## src/rtl/clock_mode_ctrl_if.sv

```systemverilog
// Control/status bundle between the clock mode sequencer and its surroundings.
// The master side drives the user controls and the slave (sequencer) drives pulses and display state.
interface clock_mode_ctrl_if;
   logic       pause_btn;
   logic       adjust;
   logic       select;
   logic       sec_inc;
   logic       min_inc;
   logic [3:0] digit_on;
   logic [1:0] mode;
   logic       paused;

   modport master (
      output pause_btn, adjust, select,
      input  sec_inc, min_inc, digit_on, mode, paused
   );

   modport slave (
      input  pause_btn, adjust, select,
      output sec_inc, min_inc, digit_on, mode, paused
   );
endinterface

```

## src/rtl/clock_mode_ctrl.sv

```systemverilog
// Mode sequencer for the clock simulator: run / pause / adjust-minutes / adjust-seconds.
// Emits one-cycle increment pulses and a per-digit blink mask, all on the 4 Hz clock.
module clock_mode_ctrl #(
   parameter int unsigned RUN_DIV = 4,
   parameter int unsigned ADJ_DIV = 2,
   parameter int unsigned DIV_W   = 3
) (
   input  logic             clk4hz,
   input  logic             reset,
   clock_mode_ctrl_if.slave bus
);

   typedef enum logic [1:0] {
      RUN     = 2'b00,
      PAUSED  = 2'b01,
      ADJ_MIN = 2'b10,
      ADJ_SEC = 2'b11
   } mode_t;

   localparam logic [DIV_W-1:0] RUN_LAST = DIV_W'(RUN_DIV - 1);
   localparam logic [DIV_W-1:0] ADJ_LAST = DIV_W'(ADJ_DIV - 1);

   logic             r_pause_s1, r_pause_s2, r_pause_prev;
   logic             r_adjust_s1, r_adjust_s2;
   logic             r_select_s1, r_select_s2;
   mode_t            r_mode;
   logic             r_paused;
   logic             r_sec_inc;
   logic             r_min_inc;
   logic             r_blink;
   logic [3:0]       r_digit_on;
   logic [DIV_W-1:0] r_presc;

   logic             w_pause_rise;
   logic             w_paused_nxt;
   mode_t            w_mode_nxt;
   logic             w_mode_chg;
   logic [DIV_W-1:0] w_presc_nxt;
   logic             w_blink_nxt;
   logic             w_sec_nxt;
   logic             w_min_nxt;
   logic [3:0]       w_digit_nxt;

   // A pause press is ignored while adjusting; the flag itself survives adjust entry/exit.
   always_comb begin
      w_pause_rise = r_pause_s2 & ~r_pause_prev;
      w_paused_nxt = r_paused ^ (w_pause_rise & ~r_adjust_s2);
      if (r_adjust_s2) begin
         w_mode_nxt = r_select_s2 ? ADJ_SEC : ADJ_MIN;
      end else begin
         w_mode_nxt = w_paused_nxt ? PAUSED : RUN;
      end
      w_mode_chg = (w_mode_nxt != r_mode);
   end

   always_comb begin
      w_presc_nxt = r_presc;
      w_blink_nxt = 1'b1;
      w_sec_nxt   = 1'b0;
      w_min_nxt   = 1'b0;
      if (w_mode_chg) begin
         w_presc_nxt = '0;
      end else begin
         case (r_mode)
            RUN: begin
               if (r_presc == RUN_LAST) begin
                  w_presc_nxt = '0;
                  w_sec_nxt   = 1'b1;
               end else begin
                  w_presc_nxt = r_presc + DIV_W'(1);
               end
            end
            PAUSED: begin
               w_presc_nxt = r_presc;
            end
            ADJ_MIN, ADJ_SEC: begin
               w_blink_nxt = ~r_blink;
               if (r_presc == ADJ_LAST) begin
                  w_presc_nxt = '0;
                  w_sec_nxt   = (r_mode == ADJ_SEC);
                  w_min_nxt   = (r_mode == ADJ_MIN);
               end else begin
                  w_presc_nxt = r_presc + DIV_W'(1);
               end
            end
            default: w_presc_nxt = '0;
         endcase
      end
   end

   always_comb begin
      case (w_mode_nxt)
         ADJ_MIN: w_digit_nxt = {w_blink_nxt, w_blink_nxt, 2'b11};
         ADJ_SEC: w_digit_nxt = {2'b11, w_blink_nxt, w_blink_nxt};
         default: w_digit_nxt = '1;
      endcase
   end

   always_ff @(posedge clk4hz) begin
      if (reset) begin
         r_pause_s1   <= 1'b0;
         r_pause_s2   <= 1'b0;
         r_pause_prev <= 1'b0;
         r_adjust_s1  <= 1'b0;
         r_adjust_s2  <= 1'b0;
         r_select_s1  <= 1'b0;
         r_select_s2  <= 1'b0;
         r_mode       <= RUN;
         r_paused     <= 1'b0;
         r_sec_inc    <= 1'b0;
         r_min_inc    <= 1'b0;
         r_blink      <= 1'b1;
         r_digit_on   <= '1;
         r_presc      <= '0;
      end else begin
         r_pause_s1   <= bus.pause_btn;
         r_pause_s2   <= r_pause_s1;
         r_pause_prev <= r_pause_s2;
         r_adjust_s1  <= bus.adjust;
         r_adjust_s2  <= r_adjust_s1;
         r_select_s1  <= bus.select;
         r_select_s2  <= r_select_s1;
         r_mode       <= w_mode_nxt;
         r_paused     <= w_paused_nxt;
         r_sec_inc    <= w_sec_nxt;
         r_min_inc    <= w_min_nxt;
         r_blink      <= w_blink_nxt;
         r_digit_on   <= w_digit_nxt;
         r_presc      <= w_presc_nxt;
      end
   end

   assign bus.sec_inc  = r_sec_inc;
   assign bus.min_inc  = r_min_inc;
   assign bus.digit_on = r_digit_on;
   assign bus.mode     = r_mode;
   assign bus.paused   = r_paused;

endmodule

```

## src/flat_wrapper.sv

```systemverilog
// flat-port wrapper written by rule: the top's interface ports become plain ports
module clock_mode_ctrl_flat 
#(
   parameter int unsigned RUN_DIV = 4,
   parameter int unsigned ADJ_DIV = 2,
   parameter int unsigned DIV_W   = 3
)
  (clk4hz, reset, bus_pause_btn, bus_adjust, bus_select, bus_sec_inc, bus_min_inc, bus_digit_on, bus_mode, bus_paused);
  clock_mode_ctrl_if bus_i ();
  input  logic clk4hz;
  input  logic reset;
  input wire logic [$bits(bus_i.pause_btn)-1:0] bus_pause_btn;
  input wire logic [$bits(bus_i.adjust)-1:0] bus_adjust;
  input wire logic [$bits(bus_i.select)-1:0] bus_select;
  output wire logic [$bits(bus_i.sec_inc)-1:0] bus_sec_inc;
  output wire logic [$bits(bus_i.min_inc)-1:0] bus_min_inc;
  output wire logic [$bits(bus_i.digit_on)-1:0] bus_digit_on;
  output wire logic [$bits(bus_i.mode)-1:0] bus_mode;
  output wire logic [$bits(bus_i.paused)-1:0] bus_paused;
  assign bus_i.pause_btn = bus_pause_btn;
  assign bus_i.adjust = bus_adjust;
  assign bus_i.select = bus_select;
  assign bus_sec_inc = bus_i.sec_inc;
  assign bus_min_inc = bus_i.min_inc;
  assign bus_digit_on = bus_i.digit_on;
  assign bus_mode = bus_i.mode;
  assign bus_paused = bus_i.paused;
  clock_mode_ctrl #(.RUN_DIV(RUN_DIV), .ADJ_DIV(ADJ_DIV), .DIV_W(DIV_W)) u_core (.clk4hz(clk4hz), .reset(reset), .bus(bus_i));
endmodule
```

## config.mk

```make
export PLATFORM = sky130hd
export DESIGN_NAME = clock_mode_ctrl_flat
export DESIGN_NICKNAME = d
export VERILOG_FILES = /design/src/rtl/clock_mode_ctrl_if.sv /design/src/rtl/clock_mode_ctrl.sv /design/src/flat_wrapper.sv
export SDC_FILE = /design/constraint.sdc
export NUM_CORES = 1
export LEC_CHECK = 0
export ABC_AREA = 1
export BUFFER_PORTS_ARGS = -buffer_cell sky130_fd_sc_hd__buf_4
export CAP_MARGIN = 20
export CORE_MARGIN = 2
export CORE_UTILIZATION = 30
export DETAILED_ROUTE_END_ITERATION = 12
export PLACE_DENSITY = 0.56
export SYNTH_ARGS = -nofsm -noshare
export SYNTH_HDL_FRONTEND = slang
export SYNTH_SLANG_ARGS = --single-unit
```

## constraint.sdc

```tcl
create_clock -name clk4hz -period 3.2 [get_ports clk4hz]
set_input_delay 0.16 -clock clk4hz [delete_from_list [all_inputs] [get_ports clk4hz]]
set_output_delay 0.16 -clock clk4hz [all_outputs]
set_load 0.01 [all_outputs]
```

==> results of run 1 <==
[cell type report]
type	count	area (um^2)
Fill cell	263	1531
Tap cell	30	37.54
Timing Repair Buffer	13	97.59
Sequential cell	18	360.3
Clock buffer	3	22.52
Inverter	21	78.83
Multi-Input combinational cell	52	304.0
[worst max-delay path, cell delays in order (launching register included)]
cell and delay (ps):
dfxtp_1 350, ha_1 230, ha_1 290, o31ai_1 220
o21ai_0 110, nor2_1 110
[Yosys cell counts (all sizes together)]
| cell | number | area (um^2) |
|---|---|---|
| nand4 | 5 | 46.29 |
| inv | 21 | 78.82 |
| dfxtp | 18 | 360.4 |
| clkbuf | 1 | 3.750 |
| o21ai | 4 | 20.02 |
| o31ai | 1 | 7.510 |
| xnor2 | 1 | 8.760 |
| buf | 2 | 15.01 |
| nand3 | 6 | 40.04 |
| o22ai | 1 | 6.260 |
| nand2 | 10 | 45.05 |
| ha | 4 | 50.05 |
| nor3 | 1 | 5.000 |
| a21oi | 1 | 5.000 |
| nor2 | 17 | 63.81 |
| a31oi | 1 | 6.260 |
[stage by stage]
step | setup slack [ps] | hold slack (ps) | utilization, % | power [mW]
3_3_place_gp | 1928 | 360.6 | 36.11 | 0.2990
6_report | 1840 | 76.14 | 37.04 | 0.4038
2_1_floorplan | 1972 | 267.0 | - | 0.2849
5_1_grt | 1685 | 67.36 | 37.04 | 0.4306
4_1_cts | 1829 | 63.52 | 37.04 | 0.4120
3_5_place_dp | 1854 | 366.7 | 36.11 | 0.3015
[path summary, 6_finish.rpt]
check,from,end,cells past startpoint
max,u_core.r_presc[0],u_core.r_presc[2],5
min,bus_select,u_core.r_select_s1,3
max reg2reg,u_core.r_presc[0],u_core.r_presc[2],5
min reg2reg,u_core.r_select_s1,u_core.r_select_s2,2
[power by group through the flow]
stage	registers [mW]	clock network, mW	logic [mW]
finish	0.241	0.108	0.0541
global placement	0.246	0	0.0529
global route	0.243	0.125	0.0623
floorplan	0.246	0	0.0390
detailed placement	0.247	0	0.0548
CTS	0.241	0.115	0.0552
[routing by layer]
| layer | track usage, % | share of wire (%) |
|---|---|---|
| met5 | 0 | 0 |
| met2 | 18.27 | 47 |
| met1 | 11.56 | 47 |
| met3 | 4.918 | 5.3 |
| met4 | 4.583 | 0.70 |
[cell families after synthesis]
group / count (synthesis) / share of synthesized area, %
and+or+nand+nor: 39 / 26.27
buffers and inverters: 24 / 12.81
DFF: 18 / 47.29
AOI/OAI and AO/OA: 8 / 5.912
adders and majority gates: 4 / 6.568
xor gates and xnor gates: 1 / 1.150
[placed cells by master (no fill, tap or decap)]
cell      synthesis  layout
ha_1              4       4
o31ai_1           1       1
nand2_1           7       7
nor2_1           17      17
nand3_1           4       4
o21ai_0           4       4
a21oi_1           1       1
inv_2             1       1
nand4_1           4       4
nor3_1            1       1
inv_1            20      20
a31oi_1           1       1
nand3_2           2       2
xnor2_1           1       1
nand2_2           3       3
nand4_4           1       1
o22ai_1           1       1
clkbuf_4          0       3
buf_4             2      13
dfxtp_1          18      18
==> reports/results.ini, run 1 <==
[clocking]
postCtsHoldBufs=0
clockBufferDepth=2
cts_sinks=18
cts-buffers-inserted=3
ctsResizeCount=0
insertion_delay_ps=290
cts_setup_buffers=0
path_clk_slew_ps=100
cts_tree=built
cts-root-buf=clkbuf_4
htreeDepth=1

[floorplan]
die_w_um=54.40
rows=18
io_pins=14
fp.dieH_um=54.40
core_um2=2432
dieArea_um2=2959
initial_core_util_pct=31.33

[layout]
finalNonFillerCells=137
fin_area_um2=900.9
drive_above_1_share_pct=21.50
diodes=0
area_growth_pct=18.23
largest_register_ffs=3
nets=118
regMostFlops=u_core.r_presc

[pwr]
power.density_nw_per_um2=448.3
p_leak_nw=0.4019
p_int_uw=299.6
switching_share_pct=25.80
seq_power_share_pct=59.8
p_switching_uw=104.2
pwr-share-clk_pct=26.8
combPwrFrac_pct=13.4
ir_worst_vdd_mv=0.2814

[placed_design]
dpl.hpwl_um=986.5
placed_cell_area_um2=878.3
port_buffers=13
place_inst=134
routabilityCongestion=0.7460

[sta]
final_max_slew_viol_count=0
min_period_ps=1360
hold_violations=0
fin_tns_setup_ps=0
setup_viol=0
min_period_over_period_pct=42.49
slew_headroom_pct=69.80
timing.fmax_mhz=735.5
rsz0062_at_grt=false
worst_pin_slew_ps=449.7
finClkSkew_ps=7.714

[synthesis]
ys_seq_area_share_pct=47.29
synth_nets=103
synth-warning-count=0
yosys.cell_types.count=20
yosys_register_bits=18
syn_inst=94
syn_avg_cell_area_um2=8.106
netlist_area_um2=762.0

[status]
status=completed

[run]
cap_viol_max_count=0

[drt]
drt_pass1_iterations=3
ant_nets=0
wl_mm=1.283
drc=0
drt_iter0_markers=3
drt-wirelength-per-cell_um=9.365
vias_per_cell=4.328
vias=593

[worst_setup_path]
critical_path_class=flop to flop
crit_fanout=4
cp.arrival_ps=1590
start_kind=flop
cp-end-kind=flop
reg2reg_setup_slack_ps=1840
cp.required_ps=3430

[global_routing]
grt.total_usage_pct=10.81
grt_start_max_net_pins=14
grt_pass1_vias=601
grt_pass1_wl_mm=2.270
grt_overflow=0
antenna_found_initial=0

[hold_path]
hold_class=input pin to flop

Note: power is estimated with default switching activity, not from simulation.
==> inputs of run 2 (changes only) <==
--- a/config.mk
+++ b/config.mk
@@ -5,7 +5,7 @@
 export SDC_FILE = /design/constraint.sdc
 export NUM_CORES = 1
 export LEC_CHECK = 0
-export ABC_AREA = 1
+export ABC_AREA = 0
 export BUFFER_PORTS_ARGS = -buffer_cell sky130_fd_sc_hd__buf_4
 export CAP_MARGIN = 20
 export CORE_MARGIN = 2
==> constraint.sdc (replaced) <==
create_clock -name clk4hz -period 1.4 [get_ports clk4hz]
set_input_delay 0.07 -clock clk4hz [delete_from_list [all_inputs] [get_ports clk4hz]]
set_output_delay 0.07 -clock clk4hz [all_outputs]
set_load 0.01 [all_outputs]
==> reports/results.ini, run 2 <==
[worst_setup_path]
cp.required_ps=1640  ; -1790 ps
r2r-end=u_core.r_presc[1]
r2r_start=u_core.r_presc[1]
critical_path_class=flop to flop
r2r_cells=7  ; +2
reg2reg_setup_slack_ps=-110  ; -1950 ps
crit_fanout=2  ; -2
cp.arrival_ps=1750  ; +160 ps
startpoint=u_core.r_presc[1]
start_kind=flop
cp-end-kind=flop

[synthesis]
yosys_register_bits=18  ; unchanged
synth_nets=91  ; -12%
netlist_area_um2=778.2  ; +2.1%
synth_largest_area_cell=dfxtp_1
ys_seq_area_share_pct=46.30  ; -0.99 points
syn_inst=82  ; -13%
yosys.cell_types.count=28  ; +40%
synth-warning-count=0  ; unchanged
ys.flop_type=dfxtp_1
async_flop_share_pct=0  ; unchanged
yosys-top-cells-count=18 x dfxtp_1, 9 x nor2b_1, 6 x nand3_1, 6 x nor3_1, 5 x nor2_1
syn_avg_cell_area_um2=9.491  ; +17%
yosysMostFrequentCell=dfxtp_1
synth_top_area_share_pct=46.30  ; -0.99 points
synthTopCellsByArea=dfxtp_1 46%, nor2b_1 7.2%, ha_1 6.4%
synth-edff-count=0  ; unchanged

[pwr]
seq_power_share_pct=49.2  ; -11 points
combPwrFrac_pct=23.1  ; +9.7 points
p_leak_nw=0.4770  ; +19%
pwr-share-clk_pct=27.7  ; +0.9 points
p_int_uw=845.7  ; +180%
p_switching_uw=298.1  ; +190%
switching_share_pct=26.06  ; +0.26 points
finalPower_mw=1.144  ; +180%
ir_worst_vdd_mv=0.6359  ; +130%
power.density_nw_per_um2=946.3  ; +110%

[clocking]
cts-root-buf=clkbuf_4
htreeDepth=1  ; unchanged
clockBufferDepth=2  ; unchanged
cts_tree=built
path_clk_slew_ps=100  ; about the same
insertion_delay_ps=290  ; about the same
cts_sinks=18  ; unchanged
cts-buffers-inserted=3  ; unchanged

[sta]
slew_headroom_pct=67.03  ; -2.8 points
rsz0062_at_grt=true
min_period_ps=1507  ; +147.5 ps
final.setup.worst_slack_ps=-107.1  ; -1947 ps
finClkSkew_ps=1.629  ; -6.084 ps
worst_pin_slew_ps=493.9  ; +44.21 ps
hold_violations=0  ; unchanged
setup_viol=3  ; +3
timing.fmax_mhz=663.5  ; -9.8%
final_max_slew_viol_count=0  ; unchanged
min_period_over_period_pct=107.7  ; +65 points

[drt]
drt_iter0_markers=9  ; +6
vias_per_cell=4.830  ; +12%
vias=681  ; +15%
drt-wirelength-per-cell_um=12.26  ; +31%
drt_pass1_iterations=4  ; +1
drc=0  ; unchanged
ant_nets=0  ; unchanged
wl_mm=1.728  ; +35%

[global_routing]
grt_overflow=0  ; unchanged
antenna_found_initial=0  ; unchanged
grt_pass1_wl_mm=2.946  ; +30%
grt.total_usage_pct=14.12  ; +3.3 points
grt_start_max_net_pins=17  ; +3
grt_pass1_vias=700  ; +16%

[hold_path]
hold_class=input pin to flop
min_from=reset
holdPathEnd=u_core.r_pause_s2
hold_depth=2  ; -1

[layout]
drive_above_1_share_pct=46.85  ; +25 points
regMostFlops=u_core.r_presc
diodes=0  ; unchanged
fin_area_um2=1209  ; +34%
final_common_cell=buf_4
nets=121  ; +2.5%
final_cell_mix=24 x buf_4, 13 x dfxtp_1, 9 x nor2b_1
area_growth_pct=55.31
finalNonFillerCells=141  ; +2.9%
largest_register_ffs=3  ; unchanged

[floorplan]
core_um2=2477  ; +1.9%
fp.dieH_um=54.93  ; +0.98%
initial_core_util_pct=31.41  ; +0.087 points
rows=18  ; unchanged
dieArea_um2=3017  ; +2.0%
io_pins=14  ; unchanged
die_w_um=54.93  ; +0.98%

[placed_design]
placed_cell_area_um2=1010  ; +15%
place_inst=132  ; -1.5%
dpl.hpwl_mm=1.138  ; +15%
port_buffers=13  ; unchanged
routabilityCongestion=0.8092  ; +8.5%

[status]
status=finished, violations left
violations=negative setup slack

[run]
cap_viol_max_count=0  ; unchanged

-- run 2: cell types whose count changed in the layout (fill, tap and decap cells not counted), moves of 5 or more --
cell,change
nor2b_1,+9
nor2_1,-12
dfxtp_1,-5
inv_1,-16
nand2_1,-6
buf_4,+11
-- run 2: cell families (layout without fill, tap and decap cells) --
family | Yosys count | after routing | share of synthesized area (%)
buf+inv | 10 | 39 | 5.786
compound gates | 8 | 8 | 8.037
fa+ha+maj | 4 | 4 | 6.431
flops | 18 | 18 | 46.30
simple gates | 38 | 38 | 28.45
xor+xnor | 2 | 2 | 2.251
mux | 2 | 2 | 2.733
-- run 2: worst max-delay path by stage --
stage / endpoint / cells after the start / slack (ps)
6_report: u_core.r_presc[1] / 7 / -110
5_1_grt: u_core.r_presc[1] / 7 / -170
4_1_cts: u_core.r_presc[1] / 7 / -100
3_5_place_dp: u_core.r_presc[1] / 6 / -140
3_3_place_gp: u_core.r_presc[0] / 5 / -120
2_1_floorplan: u_core.r_presc[1] / 6 / -70
-- run 2: per-stage QoR --
step	TNS [ps]	util, %	setup slack [ps]	hold slack, ps
2_1_floorplan	-83.77	-	-67.56	141.6
3_3_place_gp	-351.8	40.76	-119.4	282.4
3_5_place_dp	-462.3	40.76	-140.1	285.3
4_1_cts	-177.4	47.47	-99.59	53.55
5_1_grt	-412.0	48.79	-168.0	63.92
6_report	-125.2	48.79	-107.1	70.55
-- run 2: layer usage --
metal / vias to the layer above / GRT usage [%] / share of wire [%]
met5: - / 0 / 0
met4: 0 / 6.098 / 0.69
met3: 2 / 5.108 / 4.7
met2: 18 / 24.60 / 52
met1: 318 / 15.31 / 43
li1: 343 / - / -
-- run 2: repair_timing --
action / CTS / global route
endpoints found under the hold margin: 3 / 0
endpoints found under the setup margin: 5 / 5
gates resized for setup: 14 / 8
pin swaps: 6 / 5
hold buffers: 3 / 0
buffers inserted: 2 / 0
-- run 2: power by group through the flow --
stage / Combinational [mW] / Clock (mW) / Sequential, mW
6_report: 0.264 / 0.316 / 0.563
5_1_grt: 0.289 / 0.351 / 0.567
4_1_cts: 0.251 / 0.330 / 0.563
3_5_place_dp: 0.185 / 0 / 0.572
3_3_place_gp: 0.180 / 0 / 0.570
2_1_floorplan: 0.104 / 0 / 0.568
-- run 2: layout make-up --
type / count / area [um^2]
multi-input combinational: 54 / 503.0
inverter: 5 / 18.77
fill: 231 / 1269
clock buffer: 4 / 36.28
tap: 30 / 37.54
sequential: 18 / 369.1
timing repair buffer: 30 / 244.0
-- run 2: worst max-delay path, stage by stage (launching register included) --
cell     delay [ps]
dfxtp_2         340
buf_6           110
ha_4            150
ha_4            150
or4_4           430
o31ai_4          80
nand3_1         100
nand3_1          90
==> inputs of run 3 (changes only) <==
--- a/config.mk
+++ b/config.mk
@@ -8,10 +8,12 @@
 export ABC_AREA = 0
 export BUFFER_PORTS_ARGS = -buffer_cell sky130_fd_sc_hd__buf_4
 export CAP_MARGIN = 20
+export CELL_PAD_IN_SITES_DETAIL_PLACEMENT = 1
+export CELL_PAD_IN_SITES_GLOBAL_PLACEMENT = 1
 export CORE_MARGIN = 2
 export CORE_UTILIZATION = 30
 export DETAILED_ROUTE_END_ITERATION = 12
-export PLACE_DENSITY = 0.56
+export PLACE_DENSITY = 0.68
 export SYNTH_ARGS = -nofsm -noshare
 export SYNTH_HDL_FRONTEND = slang
 export SYNTH_SLANG_ARGS = --single-unit
==> reports/results.ini, run 3 (synthesis gave the netlist of run 2 again) <==
[clocking]
cts-buffers-inserted=3  ; unchanged
clockBufferDepth=2  ; unchanged
cts_tree=built
cts-root-buf=clkbuf_4
insertion_delay_ps=290  ; about the same
path_clk_slew_ps=100  ; about the same
cts_sinks=18  ; unchanged
htreeDepth=1  ; unchanged

[layout]
nets=121  ; unchanged
diodes=0  ; unchanged
drive_above_1_share_pct=45.95  ; -0.90 points
nFillCells=284  ; +23%
final_cell_mix=26 x buf_4, 13 x dfxtp_1, 9 x nor2b_1
largest_register_ffs=3  ; unchanged
area_growth_pct=52.25
multi_input_area_um2=475.5  ; -5.5%
final_common_cell=buf_4
seqCellArea_um2=371.6  ; +0.68%
regMostFlops=u_core.r_presc

[drt]
drt-met1-wl_um=841  ; +14%
ant_nets=0  ; unchanged
met3_length_um=69  ; -16%
drt_iter0_markers=8  ; -1
vias_per_cell=4.801  ; -0.59%
highest_layer=met3
drt_pass1_iterations=4  ; unchanged
vias=677  ; -0.59%
dr_wl_met2_um=855  ; -4.7%
wl_mm=1.765  ; +2.1%
drc=0  ; unchanged
drt-wirelength-per-cell_um=12.52  ; +2.1%

[worst_setup_path]
reg2reg_setup_slack_ps=-150  ; -50 ps
cp-end-kind=flop
r2r_cells=7  ; unchanged
start_kind=flop
cp.arrival_ps=1780  ; +30 ps
r2r_start=u_core.r_presc[1]
critical_path_class=flop to flop
cp.required_ps=1630  ; about the same
r2r-end=u_core.r_presc[1]
crit_fanout=2  ; unchanged

[hold_path]
hold_depth=2  ; unchanged
min_from=reset
holdPathEnd=u_core.bus.mode[0]
hold_class=input pin to flop

[sta]
hold_violations=0  ; unchanged
slew_headroom_pct=76.13  ; +9.1 points
finClkSkew_ps=4.917  ; +3.287 ps
setup_viol=2  ; -1
timing.fmax_mhz=643.9  ; -3.0%
min_period_ps=1553  ; +45.94 ps
rsz0062_at_grt=true
final_max_slew_viol_count=0  ; unchanged
min_period_over_period_pct=110.9  ; +3.3 points
worst_pin_slew_ps=356.9  ; -137.1 ps
final.setup.worst_slack_ps=-153.1  ; -45.94 ps

[placed_design]
port_buffers=13  ; unchanged
routabilityCongestion=0.7662  ; -5.3%
dpl.hpwl_mm=1.277  ; +12%
post-place-ws_ps=-130.6  ; +9.506 ps

[global_routing]
grt.total_usage_pct=14.07  ; -0.048 points
grt_start_max_net_pins=17  ; unchanged
grt_pass1_wl_mm=3.056  ; +3.7%
grt_pass1_vias=652  ; -6.9%
grt_overflow=0  ; unchanged
antenna_found_initial=0  ; unchanged

[status]
status=finished, violations left
violations=negative setup slack

[pwr]
ir_worst_vdd_mv=0.6813  ; +7.2%
finalPower_mw=1.130  ; -1.2%
power.density_nw_per_um2=954.1  ; +0.82%
p_leak_nw=0.4792  ; +0.45%

[floorplan]
rows=18  ; unchanged
die_w_um=54.93  ; unchanged
dieArea_um2=3017  ; unchanged
io_pins=14  ; unchanged
core_um2=2477  ; unchanged
initial_core_util_pct=31.41  ; unchanged
fp.dieH_um=54.93  ; unchanged

[run]
cap_viol_max_count=0  ; unchanged

## run 3: cell types whose count changed in the layout (fill, tap and decap cells not counted), moves of 2 or more
cell / change
buf_6: -3
buf_4: +2
nand2b_1: +2
nand2b_4: -2
## run 3: worst max-delay path, stage by stage (launching register included)
cell and delay, ps:
dfxtp_4 370, buf_12 120, ha_4 160, ha_4 150, or4_4 430, o31ai_4 80, nand3_1 100, nand3_1 90
## run 3: what timing repair did
action / CTS / global route
endpoints found under the hold margin: 3 / 0
pin swaps: 7 / 3
setup endpoints to repair: 5 / 5
gates resized for setup: 14 / 3
buffers inserted: 2 / 0
hold buffers: 3 / 0
## run 3: metal layers
metal	global-route usage, %	vias up
li1	-	342
met1	18.78	321
met2	23.41	14
met3	4.032	0
met4	1.220	0
met5	0	-
## run 3: layout make-up
| cell class | count | share of cell area [%] |
|---|---|---|
| clock buffer | 4 | 3.062 |
| sequential | 18 | 31.36 |
| tap | 30 | 3.168 |
| multi-input combinational | 54 | 40.13 |
| timing repair buffer | 30 | 20.70 |
| inverter | 5 | 1.584 |
## run 3: worst max path at each step
| stage | start | endpoint | cells past startpoint |
|---|---|---|---|
| finish | u_core.r_presc[1] | u_core.r_presc[1] | 7 |
| global route | u_core.r_presc[1] | u_core.r_presc[1] | 7 |
| CTS | u_core.r_presc[1] | u_core.r_presc[1] | 7 |
| detailed placement | u_core.r_presc[1] | u_core.r_presc[1] | 6 |
| global placement | u_core.r_presc[1] | u_core.r_presc[1] | 6 |
| floorplan | u_core.r_presc[0] | u_core.r_presc[1] | 6 |
## run 3: power by group
group | switching, mW | internal, mW
Sequential | 0.0268 | 0.536
Clock | 0.153 | 0.158
Combinational | 0.110 | 0.146
Total | 0.290 | 0.840
## run 3: stage by stage
stage                     cell area [um^2]  hold WS (ps)  TNS [ps]  cells  utilization, %
final                                 1185         68.13    -187.5    141           47.83
after global routing                  1185         68.84    -564.6    141           47.83
after CTS                             1170         53.69    -327.3    141           47.22
after detailed placement              1010         288.4    -307.9    132           40.76
after global placement                1010         279.7    -180.6    132           40.76
after floorplan                      810.8         141.6    -83.77     82               -
